`src/rtl/stopwatch_scan_ctrl_if.sv`:
```
// Control and display bundle for stopwatch_scan_ctrl.
// Player logic drives the master side; the timer/scan block is the slave side.
interface stopwatch_scan_ctrl_if;
    logic        ena;
    logic        st;
    logic        back;
    logic        load;
    logic [23:0] preset;
    logic [7:0]  oSel;
    logic [6:0]  oData;
    logic [23:0] time_bcd;
    logic        done;
    logic        err;

    // load is a one-cycle strobe sampled on clk; done and err are one-cycle strobes back.
    modport master (
        output ena, st, back, load, preset,
        input  oSel, oData, time_bcd, done, err
    );

    modport slave (
        input  ena, st, back, load, preset,
        output oSel, oData, time_bcd, done, err
    );
endinterface

```
`src/rtl/stopwatch_scan_ctrl.sv`:
```
// HH:MM:SS BCD up/down timer with an 8-digit multiplexed seven-segment driver.
// Everything runs on clk; count and scan advance on single-cycle enables.
module stopwatch_scan_ctrl #(
    parameter int CLK_HZ     = 100_000_000,
    parameter int TICK_HZ    = 1,
    parameter int SCAN_HZ    = 1000,
    parameter int HOUR_MAX   = 23,
    parameter bit ACTIVE_LOW = 1
) (
    input logic clk,
    input logic rst,
    stopwatch_scan_ctrl_if.slave bus
);
    localparam int TDIV = CLK_HZ / TICK_HZ;
    localparam int SDIV = CLK_HZ / SCAN_HZ;
    localparam int TW   = $clog2(TDIV);
    localparam int SW   = $clog2(SDIV);
    localparam logic [TW-1:0] TLAST        = TW'(TDIV - 1);
    localparam logic [SW-1:0] SLAST        = SW'(SDIV - 1);
    localparam logic [7:0]    HOUR_MAX_BCD = {4'(HOUR_MAX / 10), 4'(HOUR_MAX % 10)};
    localparam logic [23:0]   WRAP_AT      = {HOUR_MAX_BCD, 16'h5959};
    // Largest value of each digit position, ss_l in the low nibble.
    localparam logic [23:0]   DIG_TOP      = 24'h995959;
    localparam logic [7:0]    SEL_OFF      = ACTIVE_LOW ? 8'hFF : 8'h00;
    localparam logic [6:0]    SEG_OFF      = ACTIVE_LOW ? 7'h7F : 7'h00;

    function automatic logic [3:0] inc_d(input logic [3:0] d, input logic [3:0] top);
        return (d == top) ? 4'd0 : d + 4'd1;
    endfunction

    function automatic logic [3:0] dec_d(input logic [3:0] d, input logic [3:0] top);
        return (d == 4'd0) ? top : d - 4'd1;
    endfunction

    function automatic logic [6:0] seg7(input logic [3:0] d);
        case (d)
            4'd0:    return 7'h3F;
            4'd1:    return 7'h06;
            4'd2:    return 7'h5B;
            4'd3:    return 7'h4F;
            4'd4:    return 7'h66;
            4'd5:    return 7'h6D;
            4'd6:    return 7'h7D;
            4'd7:    return 7'h07;
            4'd8:    return 7'h7F;
            4'd9:    return 7'h6F;
            default: return 7'h00;
        endcase
    endfunction

    logic [TW-1:0] tcnt;
    logic          tick;
    logic [23:0]   cnt, cnt_up, cnt_dn, cnt_nxt;
    logic          preset_ok;
    logic          done_q, err_q;

    assign tick = bus.st && (tcnt == TLAST);

    always_ff @(posedge clk or negedge rst) begin
        if (!rst) begin
            tcnt <= '0;
        end else if (!bus.st || bus.load || tcnt == TLAST) begin
            tcnt <= '0;
        end else begin
            tcnt <= tcnt + TW'(1);
        end
    end

    // Carry/borrow ripple: a digit moves only when every lower digit is at its limit.
    always_comb begin : step_calc
        logic       c, b;
        logic [3:0] d, t;
        c      = 1'b1;
        b      = 1'b1;
        cnt_up = cnt;
        cnt_dn = cnt;
        for (int i = 0; i < 6; i++) begin
            d = cnt[4*i +: 4];
            t = DIG_TOP[4*i +: 4];
            cnt_up[4*i +: 4] = c ? inc_d(d, t) : d;
            cnt_dn[4*i +: 4] = b ? dec_d(d, t) : d;
            c = c && (d == t);
            b = b && (d == 4'd0);
        end
        if (cnt == WRAP_AT) begin
            cnt_up = '0;
        end
    end

    always_comb begin
        preset_ok = 1'b1;
        for (int i = 0; i < 6; i++) begin
            if (bus.preset[4*i +: 4] > 4'd9) preset_ok = 1'b0;
        end
        if (bus.preset[7:4] > 4'd5 || bus.preset[15:12] > 4'd5) preset_ok = 1'b0;
        if (bus.preset[23:16] > HOUR_MAX_BCD) preset_ok = 1'b0;
    end

    always_comb begin
        cnt_nxt = cnt;
        if (bus.load) begin
            cnt_nxt = preset_ok ? bus.preset : cnt;
        end else if (tick) begin
            if (!bus.back)          cnt_nxt = cnt_up;
            else if (cnt != 24'd0)  cnt_nxt = cnt_dn;
        end
    end

    always_ff @(posedge clk or negedge rst) begin
        if (!rst) begin
            cnt    <= '0;
            done_q <= 1'b0;
            err_q  <= 1'b0;
        end else begin
            cnt    <= cnt_nxt;
            done_q <= !bus.load && tick && bus.back && (cnt != 24'd0) && (cnt_dn == 24'd0);
            err_q  <= bus.load && !preset_ok;
        end
    end

    logic [SW-1:0] scnt;
    logic [2:0]    pos;
    logic [3:0]    digit;
    logic          dash;
    logic [6:0]    glyph;
    logic [7:0]    sel_q;
    logic [6:0]    seg_q;

    always_ff @(posedge clk or negedge rst) begin
        if (!rst) begin
            scnt <= '0;
            pos  <= '0;
        end else if (scnt == SLAST) begin
            scnt <= '0;
            pos  <= pos + 3'd1;
        end else begin
            scnt <= scnt + SW'(1);
        end
    end

    always_comb begin
        digit = 4'd0;
        dash  = 1'b0;
        case (pos)
            3'd0:    digit = cnt[3:0];
            3'd1:    digit = cnt[7:4];
            3'd3:    digit = cnt[11:8];
            3'd4:    digit = cnt[15:12];
            3'd6:    digit = cnt[19:16];
            3'd7:    digit = cnt[23:20];
            default: dash  = 1'b1;
        endcase
        glyph = dash ? 7'b1000000 : seg7(digit);
    end

    // XOR with the inactive level applies the pin polarity.
    always_ff @(posedge clk or negedge rst) begin
        if (!rst) begin
            sel_q <= SEL_OFF;
            seg_q <= SEG_OFF;
        end else begin
            sel_q <= bus.ena ? ((8'd1 << pos) ^ SEL_OFF) : SEL_OFF;
            seg_q <= bus.ena ? (glyph ^ SEG_OFF) : SEG_OFF;
        end
    end

    assign bus.oSel     = sel_q;
    assign bus.oData    = seg_q;
    assign bus.time_bcd = cnt;
    assign bus.done     = done_q;
    assign bus.err      = err_q;
endmodule

```
`src/flat_wrapper.sv`:
```
// flat-port wrapper written by rule: the top's interface ports become plain ports
module stopwatch_scan_ctrl_flat 
#(
    parameter int CLK_HZ     = 100_000_000,
    parameter int TICK_HZ    = 1,
    parameter int SCAN_HZ    = 1000,
    parameter int HOUR_MAX   = 23,
    parameter bit ACTIVE_LOW = 1
)
  (clk, rst, bus_ena, bus_st, bus_back, bus_load, bus_preset, bus_oSel, bus_oData, bus_time_bcd, bus_done, bus_err);
  stopwatch_scan_ctrl_if bus_i ();
  input logic clk;
  input logic rst;
  input wire logic [$bits(bus_i.ena)-1:0] bus_ena;
  input wire logic [$bits(bus_i.st)-1:0] bus_st;
  input wire logic [$bits(bus_i.back)-1:0] bus_back;
  input wire logic [$bits(bus_i.load)-1:0] bus_load;
  input wire logic [$bits(bus_i.preset)-1:0] bus_preset;
  output wire logic [$bits(bus_i.oSel)-1:0] bus_oSel;
  output wire logic [$bits(bus_i.oData)-1:0] bus_oData;
  output wire logic [$bits(bus_i.time_bcd)-1:0] bus_time_bcd;
  output wire logic [$bits(bus_i.done)-1:0] bus_done;
  output wire logic [$bits(bus_i.err)-1:0] bus_err;
  assign bus_i.ena = bus_ena;
  assign bus_i.st = bus_st;
  assign bus_i.back = bus_back;
  assign bus_i.load = bus_load;
  assign bus_i.preset = bus_preset;
  assign bus_oSel = bus_i.oSel;
  assign bus_oData = bus_i.oData;
  assign bus_time_bcd = bus_i.time_bcd;
  assign bus_done = bus_i.done;
  assign bus_err = bus_i.err;
  stopwatch_scan_ctrl #(.CLK_HZ(CLK_HZ), .TICK_HZ(TICK_HZ), .SCAN_HZ(SCAN_HZ), .HOUR_MAX(HOUR_MAX), .ACTIVE_LOW(ACTIVE_LOW)) u_core (.clk(clk), .rst(rst), .bus(bus_i));
endmodule
```
`config.mk`:
```
export PLATFORM = sky130hd
export DESIGN_NAME = stopwatch_scan_ctrl_flat
export DESIGN_NICKNAME = d
export VERILOG_FILES = /design/src/rtl/stopwatch_scan_ctrl_if.sv /design/src/rtl/stopwatch_scan_ctrl.sv /design/src/flat_wrapper.sv
export SDC_FILE = /design/constraint.sdc
export NUM_CORES = 1
export LEC_CHECK = 0
export BUFFER_PORTS_ARGS = -buffer_cell sky130_fd_sc_hd__buf_2
export CAP_MARGIN = 10
export CORE_MARGIN = 2
export CORE_UTILIZATION = 36
export CTS_CLUSTER_DIAMETER = 150
export CTS_CLUSTER_SIZE = 24
export DETAILED_ROUTE_END_ITERATION = 8
export HOLD_SLACK_MARGIN = 0.02
export PLACE_DENSITY_LB_ADDON = 0.2
export SLEW_MARGIN = 20
export SYNTH_ARGS = -nofsm -noshare
export SYNTH_HDL_FRONTEND = slang
export SYNTH_SLANG_ARGS = --single-unit
export TNS_END_PERCENT = 5
```
`constraint.sdc`:
```
create_clock -name clk -period 2.68 [get_ports clk]
set_input_delay 0.268 -clock clk [delete_from_list [all_inputs] [get_ports clk]]
set_output_delay 0.268 -clock clk [all_outputs]
set_load 0.01 [all_outputs]
```
# Yosys cells after proc, flatten, opt, wreduce, memory -nomap -nowiden
# Memory sizes are Yosys's and may differ from the RTL's.
# Cells that the tools add are included.
# classes
n_addsub	15
order_cmp	9
n_eq_ne	16
shifts	1
mux	42
n_bitwise	2
n_reduce_logical	42
# ops
op	n
$mux W24	6
$mux W4	22
$add A27 B1 Y27 const B	1
$eq A27 B27 Y1 const B	1
$mux W27	1
$add A4 B1 Y4 const B	6
$eq A24 B22 Y1 const B	1
$gt A4 B4 Y1 const B	6
$logic_not A24 Y1	1
$logic_not A4 Y1	6
$pmux W4 S6	1
$reduce_bool A24 Y1	1
$sub A4 B1 Y4 const B	6
$reduce_and A4 Y1	5
$reduce_bool A4 Y1	5
$add A17 B1 Y17 const B	1
$eq A17 B17 Y1 const B	1
$mux W17	1
$eq A4 B4 Y1 const B	4
$logic_and A1 B1 Y1	14
$mux W7	2
$eq A3 B3 Y1 const B	3
$eq A4 B3 Y1 const B	2
$gt A4 B3 Y1 const B	2
other kinds (17)	28
# word_totals
ff_bits	88
romBits	112
input_bits	30
out_inout_bits	41
wordCells	141
mem_count	1
# mem_list
memory	words	width	read_ports	rd_ports_with_merged_regs	write_ports	line	rtl
(no name shown)	16	7	1	0	0	stopwatch_scan_ctrl.sv:36	case (d)

# Longest topological paths before layout
# depth
word_depth	11
ltp_mapped	10
mapped_depth_nobuf	9

# Worst setup path before layout
# Ideal clock, no wire load.
# synth_path
path_type	register to register
start	register u_core.cnt[13], in the netlist u_core.bus.time_bcd[13]
end	register u_core.cnt[17], in the netlist u_core.bus.time_bcd[17]
setup_time_ns	0.125
t_arrival_ns	2.201
required_time_ns	2.555
path_slack_ns	0.354
path_stages_with_launch	8
synth_period_minus_slack_ns	2.326
path_cell_list	dfrtp_1 -> buf_6 -> or4_4 -> nor4_4 -> nand4_1 -> a41o_1 -> and2_4 -> mux2_4
# synth_between
elab_chain_cells	7
elab_cells_between_ends	15
# synth_lines
element	line	rtl
start: declaration	stopwatch_scan_ctrl.sv:53	logic [23:0] cnt, cnt_up, cnt_dn, cnt_nxt;
start signal: assignment	stopwatch_scan_ctrl.sv:115	cnt <= cnt_nxt;
$logic_not A4 Y1	stopwatch_scan_ctrl.sv:83	b = b && (d == 4'd0);
$logic_and A1 B1 Y1	stopwatch_scan_ctrl.sv:83	
$mux W4	stopwatch_scan_ctrl.sv:81	cnt_dn[4*i +: 4] = b ? dec_d(d, t) : d;
$mux W24	stopwatch_scan_ctrl.sv:105	else if (cnt != 24'd0) cnt_nxt = cnt_dn;
$mux W24	stopwatch_scan_ctrl.sv:104	if (!bus.back) cnt_nxt = cnt_up;
$mux W24	stopwatch_scan_ctrl.sv:103	end else if (tick) begin
$mux W24	stopwatch_scan_ctrl.sv:101	if (bus.load) begin
# Parallel ways exist; a longest one is shown, timed or not. The select of a mux whose other input is x is not followed.
# A chain may end at the register's enable or synchronous reset.

# Final worst setup path
# layout_path
start	register u_core.pos[0]
end	register u_core.seg_q[6], in the netlist u_core.bus.oData[6]
# layout_between
elab_chain_cells	6
elab_cells_between_ends	12
# layout_lines
element	line	rtl
start: declaration	stopwatch_scan_ctrl.sv:122	logic [2:0] pos;
start signal: assignment	stopwatch_scan_ctrl.sv:135	pos <= pos + 3'd1;
$eq A3 B3 Y1 (tied with other cells)	stopwatch_scan_ctrl.sv:144	case (pos)
$pmux W4 S6	stopwatch_scan_ctrl.sv:144	
$mem_v2 Z16 W7	n/a	
$mux W7 (*)	stopwatch_scan_ctrl.sv:153	glyph = dash ? 7'b1000000 : seg7(digit);
$not A7 Y7 (no source line) (*)	n/a	
$mux W7 (*)	stopwatch_scan_ctrl.sv:163	seg_q <= bus.ena ? (glyph ^ SEG_OFF) : SEG_OFF;
end signal: assignment	stopwatch_scan_ctrl.sv:163	
end: declaration	stopwatch_scan_ctrl.sv:127	logic [6:0] seg_q;
# Mark *: on every way between the ends. The rest lies on a longest branch, timed or not.

==> impl_metrics.yaml <==
status:
  status: "finished, violations left"
  violations: "hold timing"
timing:
  layout_setup_ws_ns: 0.0970
  finalCritPeriodShare: 0.964
  finClkSkew_ns: 0.0105
  finalHoldViolations: 31
  min_period_ns: 2.58
  final-setup-viol-count: 0
  whs_ns: -0.0515
  grt_setup_unrepaired: "true"
  report.final.slew_viol_count: 0
  tightest_slew_ns: 0.765
  fmax_mhz: 387
  max-slew-margin-rel: 0.490
layout:
  nets: 787
  mostFrequentLayoutCell: "dfrtp_1"
  multi_input_area_um2: 3180
  seqCellArea_um2: 2220
  final_area_um2: 6710
  n_antenna_cell: 0
  fill_cells: 1510
  drive_gt1_frac: 0.209
  most-common-layout-cells: "72 x dfrtp_1, 69 x nand2_1, 69 x buf_2"
  fin_util: 0.440
  syn_to_final_growth_pct: 18.8
die:
  num_rows: 45
  initial_core_util: 0.370
  pin_count: 71
  core_um2: 15300
  dieWidth_um: 129
  dieArea_um2: 16700
  die-height_um: 129
worst_setup_path:
  critical_path_class: "register to register"
  crit_path_max_fanout: 5
  startpoint_type: "register"
  worst_ep_required_time_ns: 2.94
  crit_path_end_kind: "register"
  worst-endpoint-arrival_ns: 2.84
routing:
  via_per_inst: 5.63
  drt_wl_total_mm: 16.7
  drc_errors: 0
  wl_per_cell_um: 17.4
  vias: 5401
  drtAntennaViolNets: 0
  drtPass1Iterations: 6
  drt_iter0_markers: 576
cts:
  cts_setup_buffers: 0
  cts.sinks: 88
  clock_path_buffers: 2
  htree_levels: 3
  clkLatencyLatePin_ns: 0.35
  cts-root-buf: "clkbuf_16"
  cts_resized: 0
  cts_buffers: 9
  cts.clk_slew.worst_paths_ns: 0.07
  ctsHoldBuffers: 0
  cts_tree: "yes"
pwr:
  power_density_nw_per_um2: 483
  ir_worst_vdd_v: 0.000547
  power.leakage_nw: 2.83
yosys:
  synth_fp_nets: 709
  synth-xor-area-share: 0.0605
  ys_types: 68
  synth_top_family_by_area: "simple AND/OR/NAND/NOR gates"
  syn-mean-instance-area_um2: 8.49
  synth.ff_latch_count: 88
  synthesis.area_um2: 5650
  synth_flop_cell: "dfrtp_1"
  yosys_warnings: 0
  synth-simple-area-share: 0.262
  async_reset_ff_frac: 1.00
  synthCells: 665
  muxShareOfSynthArea: 0.0264
  synth_compound_area_frac: 0.182
  synth_edf_count: 0
  synth_adder_area_share: 0.0310
  yosysSeqAreaShare: 0.393
global_route:
  grt_pass1_wl_mm: 26.8
  grt_start_max_net_pins: 79
  first_global_vias: 5089
  overflow: 0
  antenna_found_initial: 0
  gr-usage-all-layers: 0.204
run:
  drv_cap: 0
placement:
  placed_cell_area_um2: 6370
  gp_routability_congestion: 0.911
  post-place-ws_ns: 0.0229
  port_buffers: 70
  dpl.hpwl_mm: 12.2
min_path:
  hold_path_class: "input port to async pin"
cells in the mapped netlist, types with 14 or more instances:
cell type / n / share of area
nand3_1: 30 / 0.027
xor2_1: 16 / 0.025
nor4_1: 14 / 0.016
inv_1: 21 / 0.014
ha_1: 14 / 0.031
dfstp_2: 15 / 0.070
o21ai_0: 64 / 0.057
clkbuf_1: 30 / 0.020
nand4_1: 19 / 0.021
nand2_1: 69 / 0.046
nor2_1: 67 / 0.045
nor3_1: 17 / 0.015
a21oi_1: 33 / 0.029
dfrtp_1: 73 / 0.32
xnor2_1: 23 / 0.036
final cells by class:
class / count / share of cell area
Clock buffer: 14 / 0.0455
Clock inverter: 2 / 0.00261
Inverter: 22 / 0.0123
Multi-Input combinational cell: 515 / 0.474
Sequential cell: 88 / 0.331
Tap cell: 211 / 0.0394
Timing Repair Buffer: 107 / 0.0946
power by group:
| part | total [mW] | internal (mW) | switching, mW |
|---|---|---|---|
| Sequential | 1.41 | 1.37 | 0.0430 |
| Combinational | 0.505 | 0.195 | 0.311 |
| Clock | 1.32 | 0.790 | 0.533 |
cell families after synthesis:
family	count (synthesis)
and+or+nand+nor	284
AOI/OAI and AO/OA	164
DFF	88
buffers and inverters	62
xor gates and xnor gates	39
muxes	14
adders and majority gates	14
path summary, 6_finish.rpt:
check                                     startpoint                             endpoint  slack (ns)  cells after the start
max reg2reg                u_core.pos[0]$_DFFE_PN0N_        u_core.bus.oData[6]$_DFF_PN1_         0.1                      9
max                        u_core.pos[0]$_DFFE_PN0N_        u_core.bus.oData[6]$_DFF_PN1_         0.1                      9
min in group clk                      bus_preset[12]  u_core.bus.time_bcd[12]$_DFFE_PN0P_        0.18                      3
min reg2reg                u_core.scnt[14]$_DFF_PN0_            u_core.scnt[14]$_DFF_PN0_        0.49                      1
max in group asynchronous                        rst         u_core.bus.oSel[5]$_DFF_PN1_        2.03                      2
min                                              rst   u_core.bus.time_bcd[6]$_DFFE_PN0P_       -0.05                      1
layer usage:
| metal | part of all wire | global-route usage | up-vias |
|---|---|---|---|
| met3 | 0.075 | 0.0429 | 33 |
| met5 | 0 | 0 | - |
| met2 | 0.46 | 0.316 | 239 |
| met1 | 0.44 | 0.280 | 2558 |
| li1 | - | - | 2571 |
| met4 | 0.023 | 0.0761 | 0 |
sequential cells by signal (all words and copies together), names as in the netlist:
signal	cells
u_core.pos	3
u_core.bus.done	1
u_core.scnt	17
u_core.bus.err	1
u_core.bus.time_bcd	24
u_core.bus.oSel	8
u_core.bus.oData	7
u_core.tcnt	27
worst max-delay path: stages (launching register included):
cell and delay (ns):
dfrtp_1 0.42, ha_1 0.25, ha_1 0.26, a222oi_1 0.35
o211ai_1 0.19, nand2b_1 0.19, inv_1 0.10, ha_1 0.21
a2111oi_1 0.39, o21ai_1 0.14
metrics by stage:
stage / setup TNS (ns) / power, mW / instances / hold slack [ns]
2_1_floorplan: 0 / 1.72 / 665 / -0.0276
3_3_place_gp: 0 / 1.93 / 943 / 0.459
3_5_place_dp: 0 / 1.93 / 943 / 0.480
4_1_cts: 0 / 3.27 / 959 / 0.150
5_1_grt: -0.0502 / 3.38 / 959 / 0.0374
6_report: 0 / 3.24 / 959 / -0.0515
No activity file was read; power rests on OpenSTA's default activity.
